$ cat src/rtl/cpu_sequencer.sv
// cpu_sequencer: multi-cycle fetch/execute controller for the 16-bit CPU.
// Fetches instructions byte-wise over an 8-bit memory port, gathers operands,
// strobes the decoder/datapath for one cycle and performs word stores.
// Ports:
//   clk, rst          clock (rising edge), async active-high reset
//   run               0 = stop at the next instruction boundary
//   mem_req/we/space  transfer request, 1=write, 0=program 1=data RAM
//   mem_addr/wdata    byte address and write byte
//   mem_rdata/ack     read byte and transfer-complete handshake
//   inst/data/operand instruction register, inline byte, RAM operand word
//   dec_en/exec       decoder enable and one-cycle execute strobe
//   acc/acc_zero      accumulator value and zero flag (store, if tests)
//   cond_flag         "else" condition flag (if tests)
//   pc, halted        next program byte address, idle at a boundary
module cpu_sequencer #(
    parameter logic [15:0] RESET_PC = 16'h0000
) (
    input  logic        clk,
    input  logic        rst,
    input  logic        run,
    output logic        mem_req,
    output logic        mem_we,
    output logic        mem_space,
    output logic [15:0] mem_addr,
    output logic [7:0]  mem_wdata,
    input  logic [7:0]  mem_rdata,
    input  logic        mem_ack,
    output logic [15:0] inst,
    output logic [7:0]  data,
    output logic [15:0] operand,
    output logic        dec_en,
    output logic        exec,
    input  logic [15:0] acc,
    input  logic        acc_zero,
    input  logic        cond_flag,
    output logic [15:0] pc,
    output logic        halted
);

    typedef enum logic [2:0] {
        FETCH_HI, FETCH_LO, FETCH_DATA, RAM_HI,
        RAM_LO, EXEC, STORE_HI, STORE_LO
    } state_t;

    state_t      state_q, state_d;
    logic [15:0] pc_q, pc_d;
    logic [15:0] inst_q, inst_d;
    logic [7:0]  data_q, data_d;
    logic [15:0] opnd_q, opnd_d;
    logic [15:0] wbuf_q, wbuf_d;
    logic        skip_q, skip_d;
    logic        hold_q, hold_d;
    logic        exec_q, exec_d;

    logic        req_c, we_c, space_c;
    logic [15:0] addr_c;
    logic [7:0]  wdata_c;

    logic [4:0]  op;
    logic [2:0]  src;
    logic        is_alu, is_store, is_br, is_if, test_ok;
    logic [15:0] ram_addr;
    logic [15:0] ram_addr_p1;

    assign op          = inst_q[15:11];
    assign src         = inst_q[10:8];
    assign is_alu      = (op[4:2] == 3'b100);
    assign is_store    = (op == 5'b10010);
    assign is_br       = (op == 5'b11000);
    assign is_if       = (op == 5'b11110);
    assign ram_addr    = {8'h00, inst_q[7:0]};
    assign ram_addr_p1 = ram_addr + 16'd1;

    // Unlisted test fields behave as nop: treated as true, never skip.
    always_comb begin
        test_ok = 1'b1;
        case (inst_q[10:0])
            11'h000: test_ok = acc_zero;
            11'h001: test_ok = ~acc_zero;
            11'h010: test_ok = cond_flag;
            11'h011: test_ok = ~cond_flag;
            default: test_ok = 1'b1;
        endcase
    end

    always_comb begin
        state_d = state_q;
        pc_d    = pc_q;
        inst_d  = inst_q;
        data_d  = data_q;
        opnd_d  = opnd_q;
        wbuf_d  = wbuf_q;
        skip_d  = skip_q;
        hold_d  = hold_q;
        req_c   = 1'b0;
        we_c    = 1'b0;
        space_c = 1'b0;
        addr_c  = pc_q;
        wdata_c = 8'h00;
        case (state_q)
            FETCH_HI: begin
                // hold_q keeps an already-raised request alive if run drops
                req_c = run | hold_q;
                if (req_c) begin
                    if (mem_ack) begin
                        inst_d[15:8] = mem_rdata;
                        pc_d         = pc_q + 16'd1;
                        hold_d       = 1'b0;
                        state_d      = FETCH_LO;
                    end else begin
                        hold_d = 1'b1;
                    end
                end
            end
            FETCH_LO: begin
                req_c = 1'b1;
                if (mem_ack) begin
                    inst_d[7:0] = mem_rdata;
                    pc_d        = pc_q + 16'd1;
                    if (is_alu && src[2:1] == 2'b01)
                        state_d = FETCH_DATA;
                    else if (is_alu && src[2] && !skip_q)
                        state_d = RAM_HI;
                    else
                        state_d = EXEC;
                end
            end
            FETCH_DATA: begin
                req_c = 1'b1;
                if (mem_ack) begin
                    data_d  = mem_rdata;
                    pc_d    = pc_q + 16'd1;
                    state_d = EXEC;
                end
            end
            RAM_HI: begin
                req_c   = 1'b1;
                space_c = 1'b1;
                addr_c  = ram_addr;
                if (mem_ack) begin
                    opnd_d[15:8] = mem_rdata;
                    state_d      = RAM_LO;
                end
            end
            RAM_LO: begin
                req_c   = 1'b1;
                space_c = 1'b1;
                addr_c  = ram_addr_p1;
                if (mem_ack) begin
                    opnd_d[7:0] = mem_rdata;
                    state_d     = EXEC;
                end
            end
            EXEC: begin
                state_d = FETCH_HI;
                if (skip_q) begin
                    skip_d = 1'b0;
                end else begin
                    // pc already points past this instruction and its data
                    if (is_br)
                        pc_d = pc_q + {{5{inst_q[10]}}, inst_q[10:0]};
                    if (is_if && !test_ok)
                        skip_d = 1'b1;
                    if (is_store) begin
                        wbuf_d  = acc;
                        state_d = STORE_HI;
                    end
                end
            end
            STORE_HI: begin
                req_c   = 1'b1;
                we_c    = 1'b1;
                space_c = 1'b1;
                addr_c  = ram_addr;
                wdata_c = wbuf_q[15:8];
                if (mem_ack)
                    state_d = STORE_LO;
            end
            STORE_LO: begin
                req_c   = 1'b1;
                we_c    = 1'b1;
                space_c = 1'b1;
                addr_c  = ram_addr_p1;
                wdata_c = wbuf_q[7:0];
                if (mem_ack)
                    state_d = FETCH_HI;
            end
            default: state_d = FETCH_HI;
        endcase
        exec_d = (state_d == EXEC) && !skip_q;
    end

    always_ff @(posedge clk or posedge rst) begin
        if (rst) begin
            state_q <= FETCH_HI;
            pc_q    <= RESET_PC;
            inst_q  <= 16'h0000;
            data_q  <= 8'h00;
            opnd_q  <= 16'h0000;
            wbuf_q  <= 16'h0000;
            skip_q  <= 1'b0;
            hold_q  <= 1'b0;
            exec_q  <= 1'b0;
        end else begin
            state_q <= state_d;
            pc_q    <= pc_d;
            inst_q  <= inst_d;
            data_q  <= data_d;
            opnd_q  <= opnd_d;
            wbuf_q  <= wbuf_d;
            skip_q  <= skip_d;
            hold_q  <= hold_d;
            exec_q  <= exec_d;
        end
    end

    // Reset gates the request so it drops immediately, even mid-transfer.
    assign mem_req   = req_c & ~rst;
    assign mem_we    = we_c;
    assign mem_space = space_c;
    assign mem_addr  = addr_c;
    assign mem_wdata = wdata_c;
    assign inst      = inst_q;
    assign data      = data_q;
    assign operand   = opnd_q;
    assign dec_en    = exec_q;
    assign exec      = exec_q;
    assign pc        = pc_q;
    assign halted    = (state_q == FETCH_HI) & ~run & ~hold_q & ~rst;

endmodule

$ cat config.mk
export PLATFORM = sky130hd
export DESIGN_NAME = cpu_sequencer
export DESIGN_NICKNAME = d
export VERILOG_FILES = /design/src/rtl/cpu_sequencer.sv
export SDC_FILE = /design/constraint.sdc
export NUM_CORES = 1
export LEC_CHECK = 0
export BUFFER_PORTS_ARGS = -buffer_cell sky130_fd_sc_hd__buf_2
export CORE_ASPECT_RATIO = 1.5
export CORE_MARGIN = 5
export CORE_UTILIZATION = 30
export DETAILED_ROUTE_END_ITERATION = 12
export GPL_TIMING_DRIVEN = 0
export SETUP_SLACK_MARGIN = 0.15
export SLEW_MARGIN = 20
export SYNTH_ARGS = -nofsm -noshare
export SYNTH_HDL_FRONTEND = slang
export SYNTH_SLANG_ARGS = --single-unit
$ cat constraint.sdc
create_clock -name clk -period 4.75 [get_ports clk]
set_clock_uncertainty 0.2 [all_clocks]
set_input_delay 0.475 -clock clk [delete_from_list [all_inputs] [get_ports clk]]
set_output_delay 0.475 -clock clk [all_outputs]
set_load 0.01 [all_outputs]
==> results.json <==
{
  "cts-root-buf": "clkbuf_16",
  "cts.htree.levels": 3,
  "clkLatencyLatePin_ns": 0.34,
  "area_delta_synth_final_pct": 26.0,
  "fin_ws_ns": 0.617,
  "critical_path.top_delay_family": "compound AO/OA/AOI/OAI gates",
  "p_switching_w": 0.00172,
  "synth_cell_type_count": 56,
  "sw_frac_of_total_pct": 42.2,
  "placed_area_um2": 5490,
  "rsz0062_at_grt": "no",
  "n_antenna_cell": 0,
  "clockPowerShare_pct": 19.1,
  "tightest_slew_ns": 0.704,
  "syn_nets": 515,
  "p_int_w": 0.00236,
  "drive_above_1_share_pct": 34.6,
  "dpl.cell_count": 781,
  "synth_seq_cells": 78,
  "start_util_pct": 30.6,
  "hold_path.class": "input pin to flop",
  "grt_pass1_wl_um": 22500,
  "power.total_w": 0.00407,
  "ant_nets": 0,
  "max_stage_delay_ns": 0.45,
  "drv_cap": 0,
  "ir_drop_mv": 0.300,
  "post_synth.cell_area_avg_um2": 9.95,
  "die_y_um": 162,
  "clock_path_buffers": 2,
  "critPathSlowestCell": "fa_1",
  "fin_area_um2": 5840,
  "die_area_um2": 18100,
  "finalSetupViolations": 0,
  "p_comb_share_pct": 50.4,
  "crit_arrival_ns": 4.15,
  "core_um2": 15100,
  "slew_violations": 0,
  "via_per_inst": 5.09,
  "finalCritPeriodShare_pct": 87.0,
  "pin_count": 116,
  "dpl.hpwl_um": 10900,
  "gp_congestion": 0.859,
  "drt_iter0_markers": 249,
  "synth_top_cell_area_share_pct": 42.1,
  "path_cells": "buf_2, inv_1, buf_2, nor3_1, clkbuf_1, nand2_1, ha_1, fa_1, a211oi_1, o31ai_1, a41o_1, o41ai_1, xor2_1, o21ai_0",
  "critPathKind": "flop to flop",
  "timing.fmax_mhz": 242,
  "wl_um": 14000,
  "synth_ff_type": "dfrtp_1",
  "crit_path_end_kind": "flop",
  "ctsResizeCount": 0,
  "drt_pass1_iterations": 5,
  "synth_async_sr_flop_share_pct": 100,
  "yosys-top-cells-count": "78 x dfrtp_1, 56 x mux2_2, 52 x nand2_1",
  "num_vias": 4062,
  "grt-ovfl-total": 0,
  "tns_ns": 0,
  "p_seq_share_pct": 30.5,
  "yosysMostFrequentCell": "dfrtp_1",
  "synth-edff-count": 0,
  "crit_path_frequent_cell": "buf_2",
  "yosys-top-cells-area": "dfrtp_1 42%, mux2_2 14%, ha_1 4.9%",
  "first_global_vias": 4280,
  "num_rows": 55,
  "min_period_ns": 4.13,
  "pre_cts_ws_ns": 0.786,
  "portBuffers": 115,
  "drcViolationCount": 0,
  "synth_warnings": 0,
  "start_kind": "flop",
  "dieWidth_um": 112,
  "cts_inserted_buffers": 9,
  "synth.largest_area_cell": "dfrtp_1",
  "final-hold-violation-count": 0,
  "fin_cells": 798,
  "ys_seq_area_share_pct": 42.1,
  "numClockSinks": 78,
  "final_net_count": 643,
  "track_usage_pct": 15.4,
  "slew_headroom_pct": 52.8,
  "antenna_found_initial": 2,
  "required_ns": 4.77,
  "wire_per_inst_um": 17.5,
  "status": "complete, no violations",
  "clk_pin_slew_ns": 0.06,
  "syn_inst": 466,
  "syn_area_um2": 4640,
  "cts_tree": "built",
  "p_per_area_nw_per_um2": 697,
  "grt_max_degree": 58,
  "crit_fanout": 10,
  "p_leak_nw": 2.84,
  "path_buf_inv": 4
}
[metal layers]
layer	up-vias	track usage (%)	routed length, um
li1	1944	-	-
met1	1967	17.3	5490
met2	125	28.7	7440
met3	22	3.13	707
met4	4	5.48	300
met5	-	0	27
[area by class of cell]
cell class / count / area (um2)
Clock buffer: 10 / 239
Multi-Input combinational cell: 352 / 2530
Timing Repair Buffer: 117 / 613
Fill cell: 1569 / 9300
Buffer: 26 / 124
Clock inverter: 6 / 93.8
Tap cell: 199 / 249
Sequential cell: 78 / 1950
Inverter: 10 / 40.0
[cells in the final DEF, fill, tap and decap left out, types with 15 or more instances in the layout]
cell type,instances
buf_2,121
nand3_1,16
and3_1,15
o21ai_0,36
dfrtp_1,78
ha_1,18
clkbuf_1,15
mux2_2,56
nand2_1,52
nor2_1,25
a21oi_1,22
[through the flow]
stage | hold WS, ns | util, %
5_1_grt | 0.177 | 38.6
4_1_cts | 0.165 | 38.5
6_report | 0.171 | 38.6
2_1_floorplan | 0.277 | -
3_3_place_gp | 0.278 | 36.1
3_5_place_dp | 0.275 | 36.3
[logic make-up (layout without fill, tap and decap cells)]
kind of cell    Yosys count  in the layout  share of synthesized area [%]
simple gates            147            147                           16.3
fa+ha+maj                19             19                           5.29
flops                    78             78                           42.1
buf+inv                  36            169                           3.48
compound gates          103            103                           13.6
mux                      65             65                           15.8
xor+xnor                 18             18                           3.40
[power groups by stage]
stage / clock, W / sequential (W) / combinational [W]
2_1_floorplan: 0 / 0.00128 / 0.00127
3_3_place_gp: 0 / 0.00124 / 0.00202
3_5_place_dp: 0 / 0.00126 / 0.00206
4_1_cts: 0.000790 / 0.00125 / 0.00207
5_1_grt: 0.000814 / 0.00129 / 0.00227
6_report: 0.000778 / 0.00124 / 0.00205
[registers in the layout (all words and copies together), names as in the netlist]
name and cells:
wbuf_q 16, hold_q 1, dec_en 1, state_q 3, pc 16, data 8
skip_q 1, inst 16, operand 16
[what timing repair did]
action / CTS / global route
endpoints found under the setup margin: 0 / 0
hold endpoints to repair: 21 / 0
setup buffers: 0 / 0
hold buffers: 1 / 0
[final timing paths]
| kind | startpoint | end | slack, ns | cells past startpoint |
|---|---|---|---|---|
| min in group asynchronous | rst | pc[6] | 0.47 | 3 |
| worst max register to register | state_q[0] | pc[12] | 0.62 | 14 |
| max in group asynchronous | rst | inst[10] | 3.29 | 4 |
| worst min register to register | pc[15] | pc[15] | 0.28 | 1 |
| worst min-delay path | acc[12] | wbuf_q[12] | 0.17 | 2 |
| worst max-delay path | state_q[0] | pc[12] | 0.62 | 14 |
Power figures use the tool's default switching activity.
